**src/rtl/session_lup_tracker.sv**
```systemverilog
// session_lup_tracker: in-order tracker between the TOE session-lookup master
// and the cuckoo CAM lookup slave. Forwards requests through a registered skid
// stage, records forwarded keys in a tracking FIFO, caps outstanding lookups,
// forwards CAM replies, and synthesises a miss when the head request times out.
// CAM replies that arrive after their miss was synthesised are discarded.
//
// Ports:
//   ap_clk, ap_rst        clock, asynchronous active-high reset
//   s_req_*  (72b)        lookup requests from TOE ([63:0] key, [71:64] tag)
//   m_req_*  (72b)        lookup requests to CAM
//   s_rsp_*  (88b)        CAM replies ([71:0] request, [72] hit, [87:73] sid)
//   m_rsp_*  (88b)        replies to TOE
//   outstanding           tracking FIFO occupancy after the previous edge
//   stat_*                statistics, only with SESSION_LUP_TRACKER_STATS_EN
//
// Optional feature macro: SESSION_LUP_TRACKER_STATS_EN
module session_lup_tracker #(
  parameter int unsigned MAX_OUT = 8,
  parameter int unsigned TIMEOUT = 1024,
  parameter int unsigned DROP_W  = 6
) (
  input  logic                       ap_clk,
  input  logic                       ap_rst,
  input  logic [71:0]                s_req_tdata,
  input  logic                       s_req_tvalid,
  output logic                       s_req_tready,
  output logic [71:0]                m_req_tdata,
  output logic                       m_req_tvalid,
  input  logic                       m_req_tready,
  input  logic [87:0]                s_rsp_tdata,
  input  logic                       s_rsp_tvalid,
  output logic                       s_rsp_tready,
  output logic [87:0]                m_rsp_tdata,
  output logic                       m_rsp_tvalid,
  input  logic                       m_rsp_tready,
  output logic [$clog2(MAX_OUT):0]   outstanding
`ifdef SESSION_LUP_TRACKER_STATS_EN
  ,
  output logic [31:0]                stat_timeouts,
  output logic [31:0]                stat_late_drops,
  output logic [$clog2(MAX_OUT):0]   stat_peak_out,
  output logic                       stat_err_orphan
`endif
);

  localparam int unsigned AW = $clog2(MAX_OUT);
  localparam int unsigned CW = AW + 1;
  localparam int unsigned SW = CW + 1;
  localparam int unsigned TW = $clog2(TIMEOUT + 1);

  typedef enum logic [1:0] {IDLE, FWD, SYNTH} state_t;

  // Request skid stage
  logic        skid_valid, skid_v_nxt, mreq_v_nxt, sreq_rdy_nxt;
  logic [71:0] skid_data, skid_d_nxt, mreq_d_nxt;
  logic        req_acc, req_push;

  // Tracking FIFO
  logic [71:0] mem [MAX_OUT];
  logic [AW:0] wr_ptr, rd_ptr, wr_nxt, rd_nxt, occ_nxt;
  logic [71:0] head;
  logic        fifo_empty, pop_c;

  // Timeout and reply FSM
  logic [TW-1:0]     tmo_cnt;
  state_t            state, state_nxt;
  logic              mrsp_v_nxt, srsp_rdy_nxt, orphan_nxt, err_orphan, rsp_hs;
  logic [87:0]       mrsp_d_nxt;
  logic [DROP_W-1:0] drop_cnt, drop_nxt;

  assign req_acc    = s_req_tvalid && s_req_tready;
  assign req_push   = m_req_tvalid && m_req_tready;
  assign rsp_hs     = s_rsp_tvalid && s_rsp_tready;
  assign fifo_empty = (wr_ptr == rd_ptr);
  assign head       = mem[rd_ptr[AW-1:0]];

  // Skid next state; the skid register only fills while m_req is stalled
  always_comb begin
    mreq_v_nxt = m_req_tvalid;
    mreq_d_nxt = m_req_tdata;
    skid_v_nxt = skid_valid;
    skid_d_nxt = skid_data;
    if (!m_req_tvalid || m_req_tready) begin
      if (skid_valid) begin
        mreq_v_nxt = 1'b1;
        mreq_d_nxt = skid_data;
        skid_v_nxt = 1'b0;
      end else begin
        mreq_v_nxt = req_acc;
        if (req_acc) mreq_d_nxt = s_req_tdata;
      end
    end else if (req_acc) begin
      skid_v_nxt = 1'b1;
      skid_d_nxt = s_req_tdata;
    end
  end

  // Ready is registered from post-edge occupancy so one more accept never overflows
  always_comb begin
    wr_nxt       = wr_ptr + CW'(req_push);
    rd_nxt       = rd_ptr + CW'(pop_c);
    occ_nxt      = wr_nxt - rd_nxt;
    sreq_rdy_nxt = !skid_v_nxt && ((SW'(occ_nxt) + SW'(mreq_v_nxt)) < SW'(MAX_OUT));
  end

  // Request stage and FIFO pointers
  always_ff @(posedge ap_clk or posedge ap_rst) begin
    if (ap_rst) begin
      m_req_tvalid <= 1'b0;
      m_req_tdata  <= '0;
      skid_valid   <= 1'b0;
      skid_data    <= '0;
      s_req_tready <= 1'b0;
      wr_ptr       <= '0;
      rd_ptr       <= '0;
      outstanding  <= '0;
    end else begin
      m_req_tvalid <= mreq_v_nxt;
      m_req_tdata  <= mreq_d_nxt;
      skid_valid   <= skid_v_nxt;
      skid_data    <= skid_d_nxt;
      s_req_tready <= sreq_rdy_nxt;
      wr_ptr       <= wr_nxt;
      rd_ptr       <= rd_nxt;
      outstanding  <= occ_nxt;
    end
  end

  // FIFO storage; validity is tracked by the pointers alone
  always_ff @(posedge ap_clk) begin
    if (req_push) mem[wr_ptr[AW-1:0]] <= m_req_tdata;
  end

  // Head-of-line age, saturating at TIMEOUT
  always_ff @(posedge ap_clk or posedge ap_rst) begin
    if (ap_rst)                         tmo_cnt <= '0;
    else if (pop_c || fifo_empty)       tmo_cnt <= '0;
    else if (tmo_cnt != TW'(TIMEOUT))   tmo_cnt <= tmo_cnt + TW'(1);
  end

  // Reply FSM state register
  always_ff @(posedge ap_clk or posedge ap_rst) begin
    if (ap_rst) begin
      state        <= IDLE;
      m_rsp_tvalid <= 1'b0;
      m_rsp_tdata  <= '0;
      s_rsp_tready <= 1'b0;
      drop_cnt     <= '0;
      err_orphan   <= 1'b0;
    end else begin
      state        <= state_nxt;
      m_rsp_tvalid <= mrsp_v_nxt;
      m_rsp_tdata  <= mrsp_d_nxt;
      s_rsp_tready <= srsp_rdy_nxt;
      drop_cnt     <= drop_nxt;
      err_orphan   <= orphan_nxt;
    end
  end

  // Reply FSM next state; an accepted CAM reply always beats a timeout
  always_comb begin
    state_nxt  = state;
    mrsp_v_nxt = m_rsp_tvalid;
    mrsp_d_nxt = m_rsp_tdata;
    drop_nxt   = drop_cnt;
    orphan_nxt = err_orphan;
    pop_c      = 1'b0;
    case (state)
      IDLE: begin
        if (rsp_hs) begin
          if (drop_cnt != '0) begin
            drop_nxt = drop_cnt - DROP_W'(1);
          end else if (!fifo_empty) begin
            mrsp_d_nxt = s_rsp_tdata;
            mrsp_v_nxt = 1'b1;
            pop_c      = 1'b1;
            state_nxt  = FWD;
          end else begin
            orphan_nxt = 1'b1;
          end
        end else if (tmo_cnt == TW'(TIMEOUT)) begin
          mrsp_d_nxt = {15'h0, 1'b0, head};
          mrsp_v_nxt = 1'b1;
          pop_c      = 1'b1;
          if (drop_cnt != {DROP_W{1'b1}}) drop_nxt = drop_cnt + DROP_W'(1);
          state_nxt  = SYNTH;
        end
      end
      FWD, SYNTH: begin
        if (m_rsp_tready) begin
          mrsp_v_nxt = 1'b0;
          state_nxt  = IDLE;
        end
      end
      default: state_nxt = IDLE;
    endcase
    srsp_rdy_nxt = (state_nxt == IDLE);
  end

`ifdef SESSION_LUP_TRACKER_STATS_EN
  // Saturating statistics
  always_ff @(posedge ap_clk or posedge ap_rst) begin
    if (ap_rst) begin
      stat_timeouts   <= '0;
      stat_late_drops <= '0;
      stat_peak_out   <= '0;
    end else begin
      if (state == IDLE && state_nxt == SYNTH && stat_timeouts != 32'hFFFF_FFFF)
        stat_timeouts <= stat_timeouts + 32'd1;
      if (state == IDLE && rsp_hs && drop_cnt != '0 && stat_late_drops != 32'hFFFF_FFFF)
        stat_late_drops <= stat_late_drops + 32'd1;
      if (occ_nxt > stat_peak_out) stat_peak_out <= occ_nxt;
    end
  end

  assign stat_err_orphan = err_orphan;
`endif

endmodule

```
**config.mk**
```make
export PLATFORM = sky130hd
export DESIGN_NAME = session_lup_tracker
export DESIGN_NICKNAME = d
export VERILOG_FILES = /design/src/rtl/session_lup_tracker.sv
export SDC_FILE = /design/constraint.sdc
export NUM_CORES = 1
export LEC_CHECK = 0
export CAP_MARGIN = 0
export CORE_UTILIZATION = 57
export DETAILED_ROUTE_END_ITERATION = 10
export PLACE_DENSITY = 0.79
export SLEW_MARGIN = 20
export SYNTH_ARGS = -nofsm -noshare
export SYNTH_HDL_FRONTEND = slang
export SYNTH_SLANG_ARGS = --single-unit
```
**constraint.sdc**
```tcl
create_clock -name ap_clk -period 10.1 [get_ports ap_clk]
set_input_delay 1.01 -clock ap_clk [delete_from_list [all_inputs] [get_ports ap_clk]]
set_output_delay 1.01 -clock ap_clk [all_outputs]
set_load 0.1 [all_outputs]
```
==> results of run 1 <==
worst max-delay path by stage:
| stage | startpoint | endpoint | slack, ns | cells past startpoint |
|---|---|---|---|---|
| 2_1_floorplan | ap_rst | drop_cnt[0]$_DFFE_PP0P_ | 1.71 | 1 |
| 3_3_place_gp | s_rsp_tvalid | s_req_tready$_DFF_PP0_ | 5.55 | 15 |
| 3_5_place_dp | s_rsp_tvalid | s_req_tready$_DFF_PP0_ | 5.42 | 15 |
| 4_1_cts | rd_ptr[0]$_DFF_PP0_ | s_req_tready$_DFF_PP0_ | 5.97 | 11 |
| 5_1_grt | rd_ptr[0]$_DFF_PP0_ | s_req_tready$_DFF_PP0_ | 5.69 | 11 |
| 6_report | s_rsp_tvalid | s_req_tready$_DFF_PP0_ | 6.03 | 15 |
cells in the final DEF, fill, tap and decap left out, types with 2 or more instances in the layout:
cell and instances:
clkbuf_16 87, nor2b_1 5, bufinv_16 8, dfrtp_4 4
dfrtp_1 264, clkbuf_8 8, mux2_2 143, edfxtp_1 576
mux4_2 144, clkbuf_1 20, a21oi_1 81, ha_1 15
nand4_1 3, mux2_4 4, buf_4 29, inv_6 2
nand2b_1 7, nor2_1 91, and3_1 2, clkinv_8 2
a211o_1 2, clkdlybuf4s50_1 333, mux2i_1 145, nand2_1 83
xor2_1 12, nor3_2 2, xnor2_1 11, clkinv_1 8
a21o_1 5, o21ai_0 75, nor4_1 2, inv_1 14
nor2_4 7, and2_1 4, nand3_1 8, clkinv_2 21
a22o_1 17
kinds of logic (layout without fill, tap and decap cells):
logic type      Yosys count  count (layout)  synth area share, %
xor+xnor                 24              24                0.675
fa+ha+maj                16              16                0.623
compound gates          188             188                 3.16
mux                     436             436                 19.1
buf+inv                 115             538                 1.65
flops                   844             844                 72.0
simple gates            221             221                 2.83
other cells               0               1                    0
area by class of cell:
cell class              count  area [µm²]  area share (%)
inverters                  16        70.1           0.174
repair buffers            364        3600            8.92
multi-input cells         885        8870            22.0
well taps                 765         957            2.37
flip-flops and latches    844       24000            59.6
diodes                      1        2.50         0.00621
clock buffers             115        2360            5.86
clock inverters            43         442            1.10
registers in the layout (all words and copies together), names as in the netlist, 2 cells and up:
name,flops
rd_ptr,4
m_req_tdata,72
wr_ptr,4
drop_cnt,6
m_rsp_tdata,88
state,2
tmo_cnt,11
mem,576
skid_data,72
outstanding,4
through the flow:
stage	setup WS, ns	std cells
final	6.03	3033
after global routing	5.69	3033
after CTS	5.97	3030
after detailed placement	5.42	2872
after global placement	5.55	2872
after floorplan	1.71	1844
per-layer routing:
metal / up-vias / wire [µm] / GRT usage [%]
met5: - / 12 / 0
met4: 2 / 1450 / 7.46
met3: 93 / 4280 / 4.23
met2: 520 / 37300 / 41.9
met1: 9358 / 29200 / 33.1
li1: 7857 / - / -
critical path, delay by kind of cell:
| kind | cells | cell delay [ns] |
|---|---|---|
| compound gates | 2 | 0.50 |
| xor+xnor | 1 | 0.16 |
| fa+ha+maj | 3 | 0.63 |
| buf+inv | 2 | 1.10 |
| simple gates | 7 | 1.21 |
power by group through the flow:
stage / Clock, mW / Sequential (mW) / Combinational [mW]
global route: 3.33 / 5.61 / 4.90
finish: 3.14 / 5.51 / 4.69
detailed placement: 0 / 5.57 / 4.71
floorplan: 0 / 7.47 / 1.49
global placement: 0 / 5.49 / 4.63
CTS: 3.19 / 5.51 / 4.73
==> results.py, run 1 <==
metrics = {
    "hold_path": {
        "min_path_cells": 1,
        "worstHoldStart": "skid_data[27]$_DFFE_PP0P_",
        "hp-class": "register to register",
        "whs_endpoint": "skid_data[27]$_DFFE_PP0P_",
    },
    "critical_path": {
        "end_kind": "register",
        "r2r.worst_path.cells": 11,
        "cp.arrival_ns": 4.63,
        "critPathMaxFanout": 76,
        "max_stage_delay_ns": 0.57,
        "crit_path_cell_trace": "clkdlybuf4s50_1, nand2_1, inv_4, nand3_1, o22ai_1, and2_1, ha_1, ha_1, nand2b_1, nor2b_1, ha_1, nand2b_1, xor2_1, a41o_1, nor2_1",
        "critPathRequiredTime_ns": 10.65,
        "r2r-end": "s_req_tready$_DFF_PP0_",
        "r2r_slack_ns": 6.10,
        "r2r-start": "rd_ptr[0]$_DFF_PP0_",
        "cpMostUsedCell": "ha_1",
        "cp-start-kind": "input port",
        "path_class": "input port to register",
        "cpMaxStageDelayCell": "inv_4",
    },
    "die": {
        "num_rows": 88,
        "pin_count": 334,
        "die_area_mm2": 0.0595,
        "fp.dieW_um": 244,
        "coreArea_mm2": 0.0578,
        "initial_utilization_pct": 57.7,
        "die_y_um": 244,
    },
    "detailed_routing": {
        "drt-initial-drc-count": 1251,
        "drt_pre_antenna_iters": 5,
        "postRouteAntennaNets": 0,
        "vias": 17800,
        "wl_mm": 72.2,
        "routedWlPerCell_um": 23.8,
        "vias_per_cell": 5.88,
        "drc": 0,
    },
    "global_route": {
        "grt_pass1_vias": 18900,
        "grt_usage_pct": 24.8,
        "grt_pass1_wl_mm": 111,
        "gr-total-overflow": 0,
        "antenna_found_initial": 2,
        "grt_max_degree": 130,
    },
    "cts": {
        "cts_root_buf": "clkbuf_16",
        "clock_sinks": 844,
        "clk_pin_slew_ns": 0.06,
        "h-tree-depth": 3,
        "cts_buffers": 84,
        "cts_resized": 0,
        "postCtsSetupBuffers": 0,
        "clock_latency_ns": 0.63,
        "tritoncts": "yes",
        "clk_path_buf_depth": 3,
        "hold_buffers": 0,
    },
    "sta": {
        "relSlewSlack_pct": 24.1,
        "tns_ns": 0,
        "slew_viol_final": 0,
        "fin_crit_sh_pct": 40.3,
        "rsz0062_at_grt": "false",
        "finClkSkew_ns": 0.0195,
        "hold_viol": 0,
        "tightest_slew_ns": 1.13,
        "setup_viol": 0,
        "holdWs_ns": 0.506,
        "fmax_ghz": 0.245,
        "fin_crit_ns": 4.07,
    },
    "final_layout": {
        "finalInstanceArea_mm2": 0.0403,
        "area_growth_pct": 20.9,
        "filler_cell_count": 3569,
        "layout.nets": 2377,
        "drive_gt1_share_pct": 20.9,
        "utilization_pct": 69.8,
    },
    "pwr": {
        "power_density_mw_per_mm2": 331,
        "power_switching_mw": 5.30,
        "power_frac_comb_pct": 35.2,
        "power.share.clock_pct": 23.5,
        "ir_drop_v": 0.000319,
        "total_power_mw": 13.3,
        "p_int_mw": 8.03,
        "p_leak_nw": 14.2,
        "seqPwrFrac_pct": 41.3,
        "netSwitchingFraction_pct": 39.8,
    },
    "synthesis": {
        "synth.distinct_cells": 46,
        "ys_ff_latch": 844,
        "syn_nets": 2026,
        "avgSynthCellArea_um2": 18.1,
        "synth-edff-count": 576,
        "synth_area_leaders": "edfxtp_1 52%, dfrtp_1 20%, mux4_2 9.7%",
        "synth.most_common_cell": "edfxtp_1",
        "synth.top_cells.by_count": "576 x edfxtp_1, 268 x dfrtp_1, 145 x mux2i_1, 144 x mux4_2, 143 x mux2_2",
        "synth_flop_cell": "edfxtp_1",
        "synthCells": 1844,
        "yosys_warnings": 0,
        "async_flop_share_pct": 31.8,
        "yosysSeqAreaShare_pct": 72.0,
        "yosysTopAreaCell": "edfxtp_1",
        "netlist_area_mm2": 0.0334,
        "synth_top_area_share_pct": 51.9,
    },
    "place": {
        "io_buffers": 333,
        "hpwl_mm": 41.5,
        "gp_congestion": 0.786,
        "place_area_mm2": 0.0375,
    },
    "status": {
        "outcome": "completed",
    },
    "flow_run": {
        "maxCapViolCount": 0,
    },
}
Note: power is estimated with default switching activity, not from simulation.
==> inputs of run 2 (changes only) <==
--- a/config.mk
+++ b/config.mk
@@ -6,9 +6,9 @@
 export NUM_CORES = 1
 export LEC_CHECK = 0
 export CAP_MARGIN = 0
-export CORE_UTILIZATION = 57
+export CORE_UTILIZATION = 51
 export DETAILED_ROUTE_END_ITERATION = 10
-export PLACE_DENSITY = 0.79
+export PLACE_DENSITY = 0.74
 export SLEW_MARGIN = 20
 export SYNTH_ARGS = -nofsm -noshare
 export SYNTH_HDL_FRONTEND = slang
==> constraint.sdc (replaced) <==
create_clock -name ap_clk -period 3.7 [get_ports ap_clk]
set_input_delay 0.37 -clock ap_clk [delete_from_list [all_inputs] [get_ports ap_clk]]
set_output_delay 0.37 -clock ap_clk [all_outputs]
set_load 0.1 [all_outputs]
==> run 2 against run 1 <==
- sequential share of layout area is 0.67 points lower
- count of clock-buffer cells in the layout is 11 higher
- non-clock buffer count is 12 higher
- sequential cell count did not move
- die area up 12%
- register-to-register slack lost 5.9 ns
- combinational power grew to 2.8 times the previous value
- worst setup slack worse by 5.8 ns
- total power increased to 2.7 times the previous value
- clock power grew to 2.7 times the previous value
- via count decreased by 1.3%
- critical endpoint unchanged
- largest power group unchanged
==> results.py, run 2 (same netlist as run 1, synthesis figures left out) <==
metrics = {
    "status": {
        "outcome": "completed",
    },
    "final_layout": {
        "largest_reg_flops": 576,
        "drive_gt1_share_pct": 21.1,
        "area_growth_pct": 22.3,
        "mostFrequentLayoutCells": "576 x edfxtp_1, 333 x clkdlybuf4s50_1, 264 x dfrtp_1, 145 x mux2i_1, 144 x mux4_2",
        "filler_cell_count": 4437,
        "layout.nets": 2389,
        "layout_commonest_cell": "edfxtp_1",
        "diodes": 0,
        "finalInstanceArea_mm2": 0.0408,
    },
    "cts": {
        "cts_buffers": 84,
        "clock_sinks": 844,
        "clk_path_buf_depth": 3,
        "h-tree-depth": 3,
        "tritoncts": "yes",
        "hold_buffers": 0,
        "clk_pin_slew_ns": 0.06,
        "postCtsSetupBuffers": 0,
        "cts_resized": 0,
        "clock_latency_ns": 0.61,
        "cts_root_buf": "clkbuf_16",
    },
    "critical_path": {
        "end_kind": "register",
        "cp.arrival_ns": 4.00,
        "critPathRequiredTime_ns": 4.24,
        "cpMaxStageDelayCell": "nor4b_1",
        "crit_family": "simple AND/OR/NAND/NOR gates",
        "cpMostUsedCell": "ha_1",
        "critPathMaxFanout": 6,
        "crit_path_cell_trace": "nor4b_1, nand3_1, o22ai_1, and2_1, ha_1, ha_1, nand2b_1, nor2b_1, ha_1, nand2b_1, xor2_1, a41o_1, nor2_1",
        "max_stage_delay_ns": 0.51,
        "cp-start-kind": "register",
        "path_class": "register to register",
        "path_buf_inv": 0,
    },
    "die": {
        "initial_utilization_pct": 51.6,
        "die_area_mm2": 0.0664,
        "pin_count": 334,
        "die_y_um": 258,
        "num_rows": 93,
        "coreArea_mm2": 0.0646,
        "fp.dieW_um": 258,
    },
    "detailed_routing": {
        "vias_per_cell": 5.62,
        "routedWlPerCell_um": 22.6,
        "vias": 17600,
        "postRouteAntennaNets": 0,
        "wl_mm": 70.6,
        "drt-initial-drc-count": 1273,
        "drt_pre_antenna_iters": 5,
        "drc": 0,
    },
    "pwr": {
        "power_density_mw_per_mm2": 895,
        "total_power_mw": 36.5,
        "p_leak_nw": 14.3,
        "ir_drop_v": 0.000757,
    },
    "global_route": {
        "grt_pass1_wl_mm": 109,
        "grt_max_degree": 152,
        "antenna_found_initial": 0,
        "grt_pass1_vias": 18700,
        "grt_usage_pct": 21.6,
        "gr-total-overflow": 0,
    },
    "flow_run": {
        "maxCapViolCount": 0,
    },
    "sta": {
        "relSlewSlack_pct": 26.7,
        "finClkSkew_ns": 0.0115,
        "fin_crit_sh_pct": 93.4,
        "setup_viol": 0,
        "hold_viol": 0,
        "tightest_slew_ns": 1.10,
        "slew_viol_final": 0,
        "fin_crit_ns": 3.46,
        "fmax_ghz": 0.289,
        "rsz0062_at_grt": "false",
    },
    "place": {
        "place_area_mm2": 0.0379,
        "hpwl_mm": 40.9,
        "gp_congestion": 0.782,
        "io_buffers": 333,
    },
    "hold_path": {
        "hp-class": "input port to asynchronous set/reset pin",
    },
}
==> run 2: path summary, 6_finish.rpt <==
check / from / end / slack, ns / cells after the start
min in group ap_clk: s_rsp_tdata[78] / m_rsp_tdata[78]$_DFFE_PP0P_ / 0.37 / 2
worst max register to register: tmo_cnt[7]$_DFFE_PP0P_ / s_req_tready$_DFF_PP0_ / 0.24 / 13
worst min-delay path: ap_rst / m_rsp_tdata[75]$_DFFE_PP0P_ / 0.21 / 2
worst min register to register: skid_data[49]$_DFFE_PP0P_ / skid_data[49]$_DFFE_PP0P_ / 0.50 / 1
worst max-delay path: tmo_cnt[7]$_DFFE_PP0P_ / s_req_tready$_DFF_PP0_ / 0.24 / 13
max in group asynchronous: ap_rst / skid_data[36]$_DFFE_PP0P_ / 2.50 / 4
==> run 2: power breakdown <==
part	internal (mW)	switching [mW]
registers	13.1	1.80
clock network	5.14	3.44
logic	3.91	9.12
==> run 2: layer usage <==
metal  up-vias  wire, µm  GRT usage (%)
li1       7844         -              -
met1      9193     30200           29.5
met2       454     35500           35.8
met3       107      3490           3.75
met4         0      1500           6.56
met5         -         0              0
==> run 2: per-stage QoR <==
step	utilization [%]	TNS, ns	setup slack [ns]	hold WS (ns)	instances
after floorplan	-	-594.70	-1.15	0.468	1844
after global placement	58.8	0	0.317	0.486	2976
after detailed placement	58.8	0	0.195	0.490	2976
after CTS	63.1	0	0.319	0.186	3132
after global routing	63.1	0	0.0550	0.218	3132
final	63.1	0	0.243	0.213	3132
==> run 2: final cells by class <==
class                           count  area [µm²]  area share (%)
Multi-Input combinational cell    885        8880            21.8
Clock buffer                      126        2530            6.20
Timing Repair Buffer              376        3910            9.58
Inverter                           16        66.3           0.163
Clock inverter                     30         308           0.755
Tap cell                          855        1070            2.62
Sequential cell                   844       24000            58.9
==> inputs of run 3 (changes only) <==
--- a/config.mk
+++ b/config.mk
@@ -8,7 +8,7 @@
 export CAP_MARGIN = 0
 export CORE_UTILIZATION = 51
 export DETAILED_ROUTE_END_ITERATION = 10
-export PLACE_DENSITY = 0.74
+export PLACE_DENSITY = 0.75
 export SLEW_MARGIN = 20
 export SYNTH_ARGS = -nofsm -noshare
 export SYNTH_HDL_FRONTEND = slang
==> run 3 against run 2 <==
- combinational power about the same
- sequential share of layout area up 0.26 points
- routed wire length up 0.23%
- first-iteration DRC count up 3.4%
- critical path depth unchanged
- critical endpoint unchanged
- largest power group unchanged
- design area down 0.45%
- total power down 0.21%
- hold slack worse by 0.095 ns
- global-route usage up 0.081 points
- highest routed layer is now met5
==> results.py, run 3 (same netlist as run 1, synthesis figures left out) <==
metrics = {
    "status": {
        "outcome": "completed",
    },
    "critical_path": {
        "r2r-start": "tmo_cnt[3]$_DFFE_PP0P_",
        "path_buf_inv": 0,
        "critPathMaxFanout": 6,
        "critPathRequiredTime_ns": 4.20,
        "path_class": "register to register",
        "crit_path_cell_trace": "nor4_1, nand3_1, o22ai_1, and2_1, ha_1, ha_1, nand2b_1, nor2b_1, ha_1, nand2b_1, xor2_1, a41o_1, nor2_1",
        "crit_family": "simple AND/OR/NAND/NOR gates",
        "r2r-end": "s_req_tready$_DFF_PP0_",
        "cpMaxStageDelayCell": "dfrtp_1",
        "max_stage_delay_ns": 0.41,
        "end_kind": "register",
        "cp.arrival_ns": 3.79,
        "cpMostUsedCell": "ha_1",
        "r2r_slack_ns": 0.41,
        "cp-start-kind": "register",
        "r2r.worst_path.cells": 13,
    },
    "cts": {
        "tritoncts": "yes",
        "clk_path_buf_depth": 3,
        "cts_resized": 0,
        "clock_latency_ns": 0.62,
        "clock_sinks": 844,
        "postCtsSetupBuffers": 0,
        "cts_root_buf": "clkbuf_16",
        "clk_pin_slew_ns": 0.06,
        "cts_buffers": 84,
        "h-tree-depth": 3,
        "hold_buffers": 0,
    },
    "sta": {
        "setup_slack_ns": 0.415,
        "tightest_slew_ns": 1.14,
        "fmax_ghz": 0.304,
        "fin_crit_ns": 3.29,
        "setup_viol": 0,
        "rsz0062_at_grt": "false",
        "slew_viol_final": 0,
        "relSlewSlack_pct": 23.8,
        "finClkSkew_ns": 0.0226,
        "hold_viol": 0,
        "fin_crit_sh_pct": 88.8,
    },
    "detailed_routing": {
        "drc": 0,
        "drt_pre_antenna_iters": 5,
        "wl_mm": 70.8,
        "routedWlPerCell_um": 22.6,
        "vias": 17700,
        "postRouteAntennaNets": 0,
        "vias_per_cell": 5.66,
        "drt-initial-drc-count": 1316,
    },
    "place": {
        "hpwl_mm": 40.9,
        "io_buffers": 333,
        "place_ws_ns": 0.358,
        "gp_congestion": 0.773,
    },
    "die": {
        "coreArea_mm2": 0.0646,
        "initial_utilization_pct": 51.6,
        "die_area_mm2": 0.0664,
        "die_y_um": 258,
        "num_rows": 93,
        "fp.dieW_um": 258,
        "pin_count": 334,
    },
    "pwr": {
        "ir_drop_v": 0.000833,
        "p_leak_nw": 14.2,
        "power_density_mw_per_mm2": 897,
    },
    "hold_path": {
        "hp-class": "input port to asynchronous set/reset pin",
    },
    "final_layout": {
        "mostFrequentLayoutCells": "576 x edfxtp_1, 333 x clkdlybuf4s50_1, 264 x dfrtp_1, 145 x mux2i_1, 144 x mux4_2",
        "layout.nets": 2386,
        "layout_commonest_cell": "edfxtp_1",
        "drive_gt1_share_pct": 20.6,
        "utilization_pct": 62.9,
        "diodes": 0,
        "filler_cell_count": 4525,
        "area_growth_pct": 21.7,
        "largest_reg_flops": 576,
    },
    "global_route": {
        "grt_usage_pct": 21.7,
        "gr-total-overflow": 0,
        "grt_max_degree": 152,
        "grt_pass1_wl_mm": 109,
        "antenna_found_initial": 3,
        "grt_pass1_vias": 18700,
    },
    "flow_run": {
        "maxCapViolCount": 0,
    },
}
-- run 3: cell types whose count changed in the layout (fill, tap and decap cells not counted), sizes merged --
cell | before | now
buf | 43 | 40
clkinv | 20 | 23
clkbuf | 126 | 120
clkinvlp | 4 | 2
bufinv | 6 | 10
-- run 3: worst max-delay path by stage --
| stage | startpoint | slack (ns) | end | cells after the start |
|---|---|---|---|---|
| 2_1_floorplan | m_req_tvalid$_DFF_PP0_ | -1.15 | mem[2][0]$_DFFE_PP_ | 3 |
| 3_3_place_gp | s_rsp_tvalid | 0.43 | s_req_tready$_DFF_PP0_ | 15 |
| 3_5_place_dp | s_rsp_tvalid | 0.36 | s_req_tready$_DFF_PP0_ | 15 |
| 4_1_cts | tmo_cnt[3]$_DFFE_PP0P_ | 0.42 | s_req_tready$_DFF_PP0_ | 13 |
| 5_1_grt | tmo_cnt[3]$_DFFE_PP0P_ | 0.16 | s_req_tready$_DFF_PP0_ | 13 |
| 6_report | tmo_cnt[3]$_DFFE_PP0P_ | 0.41 | s_req_tready$_DFF_PP0_ | 13 |
-- run 3: where the power goes --
group / switching, mW / internal [mW]
logic: 9.13 / 3.87
registers: 1.79 / 13.1
clock network: 3.42 / 5.12
-- run 3: final cells by class --
type                       count  area, µm²  area share [%]
timing repair buffer         373       3780            9.32
tap                          855       1070            2.63
clock inverter                35        425            1.05
clock buffer                 120       2350            5.79
inverter                      16       66.3           0.163
multi-input combinational    885       8880            21.9
sequential                   844      24000            59.2
-- run 3: per-stage QoR --
step	total power, mW	setup TNS, ns	cell area (µm²)	instances	hold WS (ns)
floorplan	24.4	-594.70	33400	1844	0.468
global placement	27.7	0	37800	2973	0.486
detailed placement	28.1	0	37800	2973	0.492
CTS	36.7	0	40600	3128	0.0925
global route	37.8	0	40600	3128	0.122
finish	36.4	0	40600	3128	0.118
-- run 3: per-layer routing --
layer | vias up | part of all wire (%) | global-route usage, %
li1 | 7851 | - | -
met1 | 9211 | 42 | 28.9
met2 | 513 | 50 | 36.5
met3 | 113 | 5.7 | 4.23
met4 | 4 | 2.3 | 6.20
met5 | - | 0.038 | 0
-- run 3: worst reg2reg max path, delay by kind of cell (launching register included) --
| family | cells | cell delay [ns] |
|---|---|---|
| xor gates and xnor gates | 1 | 0.20 |
| adders and majority gates | 3 | 0.61 |
| and+or+nand+nor | 7 | 1.45 |
| AOI/OAI and AO/OA | 2 | 0.50 |
| DFF | 1 | 0.41 |
